$ cat config.mk
export PLATFORM = sky130hd
export DESIGN_NAME = dmem_arbiter
export DESIGN_NICKNAME = d
export VERILOG_FILES = /design/src/rtl/dmem_arbiter.sv
export SDC_FILE = /design/constraint.sdc
export NUM_CORES = 1
export LEC_CHECK = 0
export ABC_AREA = 0
export CAP_MARGIN = 20
export CORE_ASPECT_RATIO = 0.8
export CORE_UTILIZATION = 37
export DETAILED_ROUTE_END_ITERATION = 10
export PLACE_DENSITY = 0.76
export SYNTH_ARGS = -nofsm -noshare
export SYNTH_HDL_FRONTEND = slang
export SYNTH_SLANG_ARGS = --single-unit
$ cat constraint.sdc
create_clock -name clk -period 1.9 [get_ports clk]
set_input_delay 0.285 -clock clk [delete_from_list [all_inputs] [get_ports clk]]
set_output_delay 0.285 -clock clk [all_outputs]
set_load 0.01 [all_outputs]
$ cat src/rtl/dmem_arbiter.sv
// dmem_arbiter: two-requester (CPU MEM stage, debug/loader) arbiter and
// sequencer in front of a single data-memory port. Accepted requests are
// registered, drive the memory for one ACCESS cycle, and loads return
// registered data with a one-cycle valid pulse to the owning requester.
// Optional macro DMEM_ARB_ROUND_ROBIN_EN replaces fixed CPU priority (with
// the DBG_MAX_WAIT starvation guard) by alternating contested grants.
module dmem_arbiter #(
    parameter int DM_ADDRESS   = 9,
    parameter int DATA_W       = 32,
    parameter int DBG_MAX_WAIT = 8
) (
    input  logic                  clk,
    input  logic                  reset,
    input  logic                  cpu_req,
    input  logic                  cpu_we,
    input  logic [DM_ADDRESS-1:0] cpu_addr,
    input  logic [DATA_W-1:0]     cpu_wdata,
    input  logic [2:0]            cpu_funct3,
    output logic                  cpu_gnt,
    output logic                  cpu_stall,
    output logic                  cpu_rvalid,
    output logic [DATA_W-1:0]     cpu_rdata,
    input  logic                  dbg_req,
    input  logic                  dbg_we,
    input  logic [DM_ADDRESS-1:0] dbg_addr,
    input  logic [DATA_W-1:0]     dbg_wdata,
    input  logic [2:0]            dbg_funct3,
    output logic                  dbg_gnt,
    output logic                  dbg_rvalid,
    output logic [DATA_W-1:0]     dbg_rdata,
    output logic                  MemRead,
    output logic                  MemWrite,
    output logic [DM_ADDRESS-1:0] a,
    output logic [DATA_W-1:0]     wd,
    output logic [2:0]            Funct3,
    input  logic [DATA_W-1:0]     rd
);

    typedef enum logic {
        IDLE,
        ACCESS
    } state_t;

    state_t state_q, state_d;

    logic                  dbg_win;
    logic                  we_q;
    logic                  owner_q;   // 0: CPU, 1: debug
    logic [DM_ADDRESS-1:0] addr_q;
    logic [DATA_W-1:0]     wdata_q;
    logic [2:0]            f3_q;
    logic                  cpu_rvalid_q, dbg_rvalid_q;
    logic [DATA_W-1:0]     cpu_rdata_q, dbg_rdata_q;

`ifdef DMEM_ARB_ROUND_ROBIN_EN
    logic last_dbg_q;  // 1: debug won the most recent contested grant

    // Debug wins when alone, or when the CPU took the previous contest.
    always_comb begin
        dbg_win = dbg_req & (~cpu_req | ~last_dbg_q);
    end

    // Remember the winner of each contested cycle; reset favours the CPU next.
    always_ff @(posedge clk) begin
        if (reset) begin
            last_dbg_q <= 1'b1;
        end else if (cpu_req & dbg_req) begin
            last_dbg_q <= dbg_win;
        end
    end
`else
    localparam logic [7:0] MAX_WAIT = 8'(DBG_MAX_WAIT);

    logic [7:0] dbg_wait_q, dbg_wait_d;

    // Debug wins when alone, or once it has lost DBG_MAX_WAIT cycles in a row.
    always_comb begin
        dbg_win = dbg_req & (~cpu_req | (dbg_wait_q == MAX_WAIT));
    end

    // Count consecutive lost cycles of a pending debug request, saturating.
    always_comb begin
        dbg_wait_d = dbg_wait_q;
        if (~dbg_req | dbg_gnt) begin
            dbg_wait_d = '0;
        end else if (dbg_wait_q != MAX_WAIT) begin
            dbg_wait_d = dbg_wait_q + 8'd1;
        end
    end

    // Starvation counter register.
    always_ff @(posedge clk) begin
        if (reset) begin
            dbg_wait_q <= '0;
        end else begin
            dbg_wait_q <= dbg_wait_d;
        end
    end
`endif

    // Grants and stall; nothing is accepted while reset is high.
    always_comb begin
        cpu_gnt   = ~reset & cpu_req & ~dbg_win;
        dbg_gnt   = ~reset & dbg_win;
        cpu_stall = cpu_req & ~cpu_gnt;
    end

    // FSM state register.
    always_ff @(posedge clk) begin
        if (reset) begin
            state_q <= IDLE;
        end else begin
            state_q <= state_d;
        end
    end

    // FSM next state: any accept leads to an ACCESS cycle.
    always_comb begin
        state_d = IDLE;
        if (cpu_gnt | dbg_gnt) begin
            state_d = ACCESS;
        end
    end

    // FSM outputs: memory strobes only during ACCESS, fields from the latch.
    always_comb begin
        MemRead  = 1'b0;
        MemWrite = 1'b0;
        if (state_q == ACCESS) begin
            MemRead  = ~we_q;
            MemWrite = we_q;
        end
        a      = addr_q;
        wd     = wdata_q;
        Funct3 = f3_q;
    end

    // Latch the winning request's fields on the accept edge.
    always_ff @(posedge clk) begin
        if (reset) begin
            we_q    <= 1'b0;
            owner_q <= 1'b0;
            addr_q  <= '0;
            wdata_q <= '0;
            f3_q    <= '0;
        end else if (cpu_gnt) begin
            we_q    <= cpu_we;
            owner_q <= 1'b0;
            addr_q  <= cpu_addr;
            wdata_q <= cpu_wdata;
            f3_q    <= cpu_funct3;
        end else if (dbg_gnt) begin
            we_q    <= dbg_we;
            owner_q <= 1'b1;
            addr_q  <= dbg_addr;
            wdata_q <= dbg_wdata;
            f3_q    <= dbg_funct3;
        end
    end

    // Register load data at the end of ACCESS and pulse the owner's valid.
    always_ff @(posedge clk) begin
        if (reset) begin
            cpu_rvalid_q <= 1'b0;
            dbg_rvalid_q <= 1'b0;
            cpu_rdata_q  <= '0;
            dbg_rdata_q  <= '0;
        end else begin
            cpu_rvalid_q <= 1'b0;
            dbg_rvalid_q <= 1'b0;
            if ((state_q == ACCESS) && !we_q) begin
                if (owner_q) begin
                    dbg_rvalid_q <= 1'b1;
                    dbg_rdata_q  <= rd;
                end else begin
                    cpu_rvalid_q <= 1'b1;
                    cpu_rdata_q  <= rd;
                end
            end
        end
    end

    assign cpu_rvalid = cpu_rvalid_q;
    assign cpu_rdata  = cpu_rdata_q;
    assign dbg_rvalid = dbg_rvalid_q;
    assign dbg_rdata  = dbg_rdata_q;

endmodule

Word level (Yosys, flattened, before mapping)
Index checks and enable logic that the tools add are counted.
{ "totals": {"ram_bits": 0, "n_memories": 0, "in_bits": 126, "out_inout_bits": 115, "wordCells": 51, "register_bits": 121, "romBits": 0, "latch_bits": 0} }
{ "op_classes": {"reduce_logical": 8, "div": 0, "shift": 0, "magnitude_cmp": 0, "n_mux": 13, "add_sub_neg": 1, "mul": 0, "bitwise": 16, "n_eq_ne": 2} }
{ "op_table": {"columns": ["operator", "count"], "rows": [
  ["2-to-1 mux 32 bit", 2],
  ["2-to-1 mux 9 bit", 2],
  ["adder 8 x 1 -> 8 bit, second input constant", 1],
  ["== test 8 x 4 -> 1 bit, second input constant", 1],
  ["inequality test 8 x 4 -> 1 bit, second input constant", 1],
  ["inverter 1 bit", 8],
  ["2-to-1 mux 1 bit", 7],
  ["2-to-1 mux 3 bit", 2],
  ["OR reduction 2 bit", 3],
  ["AND 1 bit", 5],
  ["AND reduction 2 bit", 2],
  ["OR 1 bit", 3],
  ["nonzero test 2 bit", 1],
  ["logical AND 1 bit", 1],
  ["zero test 1 bit", 1]
]} }

Longest topological paths before layout
Gate-level depths: netlist of the first run.
{ "depth": {"depth_word": 7, "ltp_mapped": 7, "depth_no_buf": 6} }

Worst setup path before layout of the first run
No wires, ideal clock.
{ "synth_timing": {"path_type": "flip-flop to output port", "from": "register dbg_wait_q[0]", "to": "output port cpu_stall", "arrival_time_ns": 1.649, "required_time_ns": 1.615, "setup_slack_ns": -0.034, "path_stages_with_launch": 8, "path_buffers": 1, "cell_sequence": "dfxtp_1 inv_1 ha_1 or4b_4 o21ai_4 inv_2 buf_6 nor2_1"} }
{ "synth_via": {"elab_chain_cells": 7} }
{ "synth_rtl": {"columns": ["element", "line", "source"], "rows": [
  ["start: declaration", "74", "logic [7:0] dbg_wait_q, dbg_wait_d;"],
  ["start signal: assignment", "96", "dbg_wait_q <= dbg_wait_d;"],
  ["== test 8 x 4 -> 1 bit", "78", "dbg_win = dbg_req & (~cpu_req | (dbg_wait_q == MAX_WAIT));"],
  ["OR 1 bit", "78", null],
  ["AND 1 bit", "78", null],
  ["inverter 1 bit", "103", "cpu_gnt = ~reset & cpu_req & ~dbg_win;"],
  ["AND 1 bit", "103", null],
  ["via cpu_gnt", "19", "output logic cpu_gnt,"],
  ["inverter 1 bit", "105", "cpu_stall = cpu_req & ~cpu_gnt;"],
  ["AND 1 bit", "105", null],
  ["end: declaration", "20", "output logic cpu_stall,"]
]} }
The timed path passes the listed nets, and every way through them passes these cells.

Final worst setup path of the first run
{ "layout_timing": {"from": "register dbg_wait_q[0]", "to": "output port cpu_stall"} }
{ "layout_via": {"elab_chain_cells": 7} }
{ "layout_rtl": {"columns": ["element", "line"], "rows": [
  ["== test 8 x 4 -> 1 bit", "78"],
  ["OR 1 bit", "78"],
  ["AND 1 bit", "78"],
  ["inverter 1 bit", "103"],
  ["AND 1 bit", "103"],
  ["inverter 1 bit", "105"],
  ["AND 1 bit", "105"]
]} }
Every way passes these cells.

==> out/qor.yml, run 1 <==
floorplan:
  die_w_um: 133
  start_util_pct: 38.8
  design.portCount: 241
  die_y_um: 107
  die_area_um2: 14300
  core_area_um2: 13100
  placementRows: 37
cts:
  cts_tree: "done"
  cts.sink_count: 121
  clk_pin_slew_ns: 0.05
  cts_max_level: 4
  cts-root-buf: "clkbuf_16"
  cts.path.max_buffers: 2
  cts_made_buffers: 17
  worstSkewPairLatency_ns: 0.41
timing:
  rsz0062_at_grt: "yes"
  finClkSkew_ns: 0.00696
  post-route-period-util_pct: 114
  hold_violations: 0
  whs_ns: 0.392
  setup_viol: 3
  drv_slew: 0
  max_freq_ghz: 0.460
  fin_tns_setup_ns: -0.691
  min_period_ns: 2.17
  setup_slack_ns: -0.272
  slew_headroom_pct: 47.2
  worst_pin_slew_ns: 0.791
worst_setup_path:
  crit_slowest_cell: "or4b_4"
  cp_cell_sequence: "inv_2 -> ha_4 -> or4b_4 -> o21ai_4 -> inv_4 -> nor2_2 -> buf_2"
  cp_data_arrival_time_ns: 1.89
  cp_top_family: "simple AND/OR/NAND/NOR gates"
  start_kind: "flip-flop"
  required_ns: 1.62
  critPathMaxFanout: 4
  end_kind: "output port"
  cp-startpoint: "dbg_wait_q[0]"
  path_class: "flip-flop to output port"
  cpPeakStageDelay_ns: 0.48
  regToRegStartpoint: "dbg_wait_q[0]"
  critPathBufInv: 3
power_and_ir_drop:
  pwr_density_cell_nw_per_um2: 870
  power_switching_uw: 1740
  power.share.combinational_pct: 15.7
  switching_share_pct: 23.5
  seqPwrFrac_pct: 37.6
  ir_drop_mv: 0.617
  power.total_uw: 7390
  total_leakage_power_uw: 0.00310
  cellInternalPower_uw: 5650
  pwr-share-clk_pct: 46.7
global_route:
  grt_antenna_before_repair: 0
  grt_max_degree: 81
  grt_pass1_wl_mm: 26.5
  grt.overflow.total: 0
  first_global_vias: 5302
  grt_use_total_pct: 23.7
route:
  vias_per_cell: 5.22
  ant_nets: 0
  detail_route.wl_per_cell_um: 16.2
  drc: 0
  via_count: 5391
  wl_met3_mm: 1.80
  wl_met1_mm: 6.65
  met2_length_mm: 8.04
  top_layer_used: "met4"
  wirelength_mm: 16.7
  drt-initial-drc-count: 275
  first_pass_iters: 7
placed_design:
  io_buffers: 240
  place_inst: 999
  gp_congestion: 0.831
  dp_slack_ns: -0.288
  dp_hpwl_mm: 11.5
finish:
  multi_input_area_um2: 2470
  area_growth_pct: 66.5
  finalNonFillerCells: 1033
  regArea_um2: 2430
  nets: 973
  fillers: 1049
  diodes: 0
  drive_above_1_share_pct: 12.5
min_path:
  holdCritPathClass: "input pin to flip-flop"
  min_from: "reset"
outcome:
  status: "finished, violations left"
  violations: "setup timing"
synthesis:
  syn_area_um2: 5100
  synth_edf_count: 0
  ys_seq_area_share_pct: 47.5
  synth_flop_cell: "dfxtp_1"
  netlist_instances: 606
  async_reset_ff_share_pct: 0
  ys_ff_latch: 121
  ys_types: 35
  synth_warnings: 0
  synth_area_per_cell_um2: 8.42
  syn_nets: 734
flow_run:
  cap_violations: 0
-- cells by family (layout without fill, tap and decap cells) --
logic type	Yosys count	after routing	share of synthesized area, %
buf+inv	63	315	5.05
simple gates	227	227	19.9
fa+ha+maj	2	2	0.491
compound gates	190	190	26.5
xor+xnor	3	3	0.515
flops	121	121	47.5
-- power by group through the flow --
stage | combinational [uW] | clock (uW) | sequential [uW]
3_3_place_gp | 1140 | 0 | 2820
3_5_place_dp | 1150 | 0 | 2830
5_1_grt | 1240 | 3640 | 2790
2_1_floorplan | 384 | 0 | 2880
6_report | 1160 | 3450 | 2780
4_1_cts | 1160 | 3520 | 2780
-- path summary, 6_finish.rpt --
check	end	slack, ns	cells past startpoint
worst min register to register	dbg_rdata[22]	0.45	2
worst min-delay path	owner_q	0.39	3
worst max register to register	dbg_wait_q[6]	0.07	9
worst max-delay path	cpu_stall	-0.27	7
-- metal layers --
metal / global-route usage (%) / vias to the layer above
met5: 0 / -
met4: 8.85 / 0
met3: 9.46 / 20
met2: 40.7 / 242
met1: 26.3 / 2533
li1: - / 2596
-- tightest hold or removal path: stages --
cell and delay, ns:
buf_4 0.13, buf_4 0.23, nor2_1 0.12
-- synthesized netlist by cell type (2+ instances only) --
cell type | number | share of area [%]
buf_2 | 5 | 0.49
o211ai_2 | 18 | 4.4
nor2b_1 | 2 | 0.25
nand3b_1 | 21 | 3.1
nand2_1 | 149 | 11
inv_2 | 2 | 0.15
nand2b_1 | 2 | 0.25
ha_1 | 2 | 0.49
or3_1 | 3 | 0.37
a21oi_1 | 68 | 6.7
xor2_1 | 2 | 0.34
nand3_1 | 5 | 0.49
inv_1 | 5 | 0.37
nor2_1 | 36 | 2.6
o21bai_1 | 26 | 3.8
o21ai_0 | 3 | 0.29
o211ai_1 | 22 | 3.2
buf_6 | 2 | 0.44
a211oi_1 | 50 | 7.4
dfxtp_1 | 121 | 47
clkbuf_1 | 48 | 3.5
-- layout make-up --
class	instances	area share [%]
clock inverters	11	1.97
inverters	7	0.339
repair buffers	276	31.9
clock buffers	21	5.54
multi-input cells	422	29.1
flip-flops and latches	121	28.6
well taps	175	2.58
-- layout by cell type (no fill, tap or decap), drive strengths merged, types with 2 or more instances in the layout --
cell type        n
clkdlybuf4s50  236
bufinv           4
nand2          149
nand3b          21
o21bai          26
nand2b           2
clkinvlp         2
xor2             2
o211ai          40
o21ai            4
ha               2
a211oi          50
buf             40
a21oi           68
or3              3
inv              8
clkbuf          21
nor2b            2
nor2            36
clkinv           4
nand3            5
dfxtp          121
-- per-stage QoR --
step                utilization (%)  instance area [um^2]
finish                         64.6                  8490
global placement               59.5                  7830
detailed placement             59.5                  7830
CTS                            64.5                  8480
global route                   64.6                  8490
floorplan                         -                  5100
-- sequential cells by signal, indices dropped and copies added, names as in the netlist, 3 cells and up --
signal / flops
cpu_rdata: 32
dbg_rdata: 32
wd: 32
a: 9
dbg_wait_q: 8
Funct3: 3
-- timing repair --
action	in CTS	in global routing
endpoints found under the hold margin	0	0
pin swaps	5	4
cloned	0	0
setup endpoints to repair	3	4
setup buffers	1	1
hold buffers	0	0
resized for setup	20	3
Power figures use the tool's default switching activity.
==> run 2, diff against run 1 <==
CORE_UTILIZATION = 38   (was 37)
CTS_BUF_LIST = sky130_fd_sc_hd__clkbuf_8   (was not set)
HOLD_SLACK_MARGIN = 0.02   (was not set)
PLACE_DENSITY = 0.78   (was 0.76)
==> out/qor.yml, run 2 (same netlist as run 1, synthesis figures left out) <==
min_path:
  holdPathEnd: "owner_q"
  holdCritPathClass: "input pin to flip-flop"
  min_from: "reset"
  whs_path_depth: 2
worst_setup_path:
  r2r-end: "wd[31]"
  end_kind: "output port"
  path_class: "flip-flop to output port"
  rr_worst_depth: 7
  start_kind: "flip-flop"
  regToRegStartpoint: "dbg_wait_q[0]"
  required_ns: 1.62
  critPathMaxFanout: 3
  cp_data_arrival_time_ns: 1.85
  reg2reg_setup_slack_ns: 0.06
timing:
  finClkSkew_ns: 0.0140
  setup_viol: 3
  slew_headroom_pct: 49.1
  setup_slack_ns: -0.236
  hold_violations: 0
  max_freq_ghz: 0.468
  worst_pin_slew_ns: 0.764
  fin_tns_setup_ns: -0.573
  min_period_ns: 2.14
  drv_slew: 0
  rsz0062_at_grt: "yes"
  post-route-period-util_pct: 112
finish:
  diodes: 0
  area_growth_pct: 61.2
  nets: 966
  fillers: 1075
  finalNonFillerCells: 1026
  final_common_cell: "clkdlybuf4s50_1"
  drive_above_1_share_pct: 12.0
  mostFrequentLayoutCells: "clkdlybuf4s50_1, nand2_1, dfxtp_1, a21oi_1, a211oi_1"
  final_cell_area_um2: 8220
power_and_ir_drop:
  power.total_uw: 6410
  power_switching_uw: 1750
  seqPwrFrac_pct: 43.2
  pwr_density_cell_nw_per_um2: 780
  switching_share_pct: 27.2
  ir_drop_mv: 0.659
  cellInternalPower_uw: 4670
  power.share.combinational_pct: 18.0
  total_leakage_power_uw: 0.00297
  pwr-share-clk_pct: 38.8
placed_design:
  dpl-instance-area_um2: 7760
  dp_hpwl_mm: 11.5
  io_buffers: 240
  place_inst: 992
  gp_congestion: 0.872
floorplan:
  core_area_um2: 13000
  die_w_um: 132
  placementRows: 37
  die_area_um2: 13900
  design.portCount: 241
  start_util_pct: 39.3
  die_y_um: 106
global_route:
  grt_max_degree: 78
  grt_pass1_wl_mm: 27.5
  grt_antenna_before_repair: 0
  first_global_vias: 5375
  grt.overflow.total: 0
  grt_use_total_pct: 24.9
route:
  drt-initial-drc-count: 387
  wirelength_mm: 16.9
  ant_nets: 0
  drc: 0
  via_count: 5384
  vias_per_cell: 5.25
  first_pass_iters: 5
  detail_route.wl_per_cell_um: 16.5
cts:
  cts_made_buffers: 17
  cts-root-buf: "clkbuf_8"
  cts.sink_count: 121
  cts_max_level: 4
  clk_pin_slew_ns: 0.08
  hold_buffers: 0
  cts.path.max_buffers: 2
  worstSkewPairLatency_ns: 0.44
  cts_tree: "done"
outcome:
  violations: "setup timing"
  status: "finished, violations left"
flow_run:
  cap_violations: 0
[run 2: per-layer routing]
layer	GRT usage (%)	part of all wire, %
met5	0	0
met4	12.2	2.3
met3	8.18	7.8
met2	39.7	47
met1	30.1	43
[run 2: power groups by stage]
stage          combinational [uW]  clock, uW  sequential, uW
6_report                     1150       2490            2770
2_1_floorplan                 384          0            2880
3_5_place_dp                 1150          0            2830
3_3_place_gp                 1130          0            2820
4_1_cts                      1160       2550            2770
5_1_grt                      1240       2660            2790
[run 2: worst max-delay path: stages, from the launching register on]
cell and delay [ns]:
dfxtp_2 0.33, inv_2 0.06, ha_4 0.12, or4b_4 0.49, o21ai_4 0.16, inv_2 0.07, nor2_2 0.06, buf_2 0.12
[run 2: what timing repair did]
action                     CTS  global route
pin swaps                    5             4
setup buffers                3             2
resized for setup           20             5
setup endpoints to repair    4             9
[run 2: worst max path at each step]
stage	start	endpoint	slack, ns	cells after the start
final	dbg_wait_q[0]	cpu_stall	-0.24	7
after global routing	dbg_wait_q[0]	cpu_stall	-0.34	7
after CTS	dbg_wait_q[0]	cpu_stall	-0.27	7
after detailed placement	dbg_wait_q[0]	cpu_stall	-0.26	7
after global placement	dbg_wait_q[0]	cpu_stall	-0.21	7
after floorplan	dbg_wait_q[0]	cpu_stall	0.01	7
[run 2: layout make-up]
type	instances	area, um^2	area share (%)
flip-flops and latches	121	2430	29.5
repair buffers	269	2650	32.2
multi-input cells	422	2470	30.1
clock inverters	15	193	2.34
well taps	175	219	2.66
inverters	7	26.3	0.320
clock buffers	17	234	2.85
[run 2: stage by stage]
stage	hold WS, ns	worst slack, ns	util, %
CTS	0.0878	-0.269	63.4
global placement	0.441	-0.210	59.9
global route	0.110	-0.344	63.4
detailed placement	0.449	-0.259	59.9
floorplan	0.421	0.0107	-
finish	0.125	-0.236	63.4
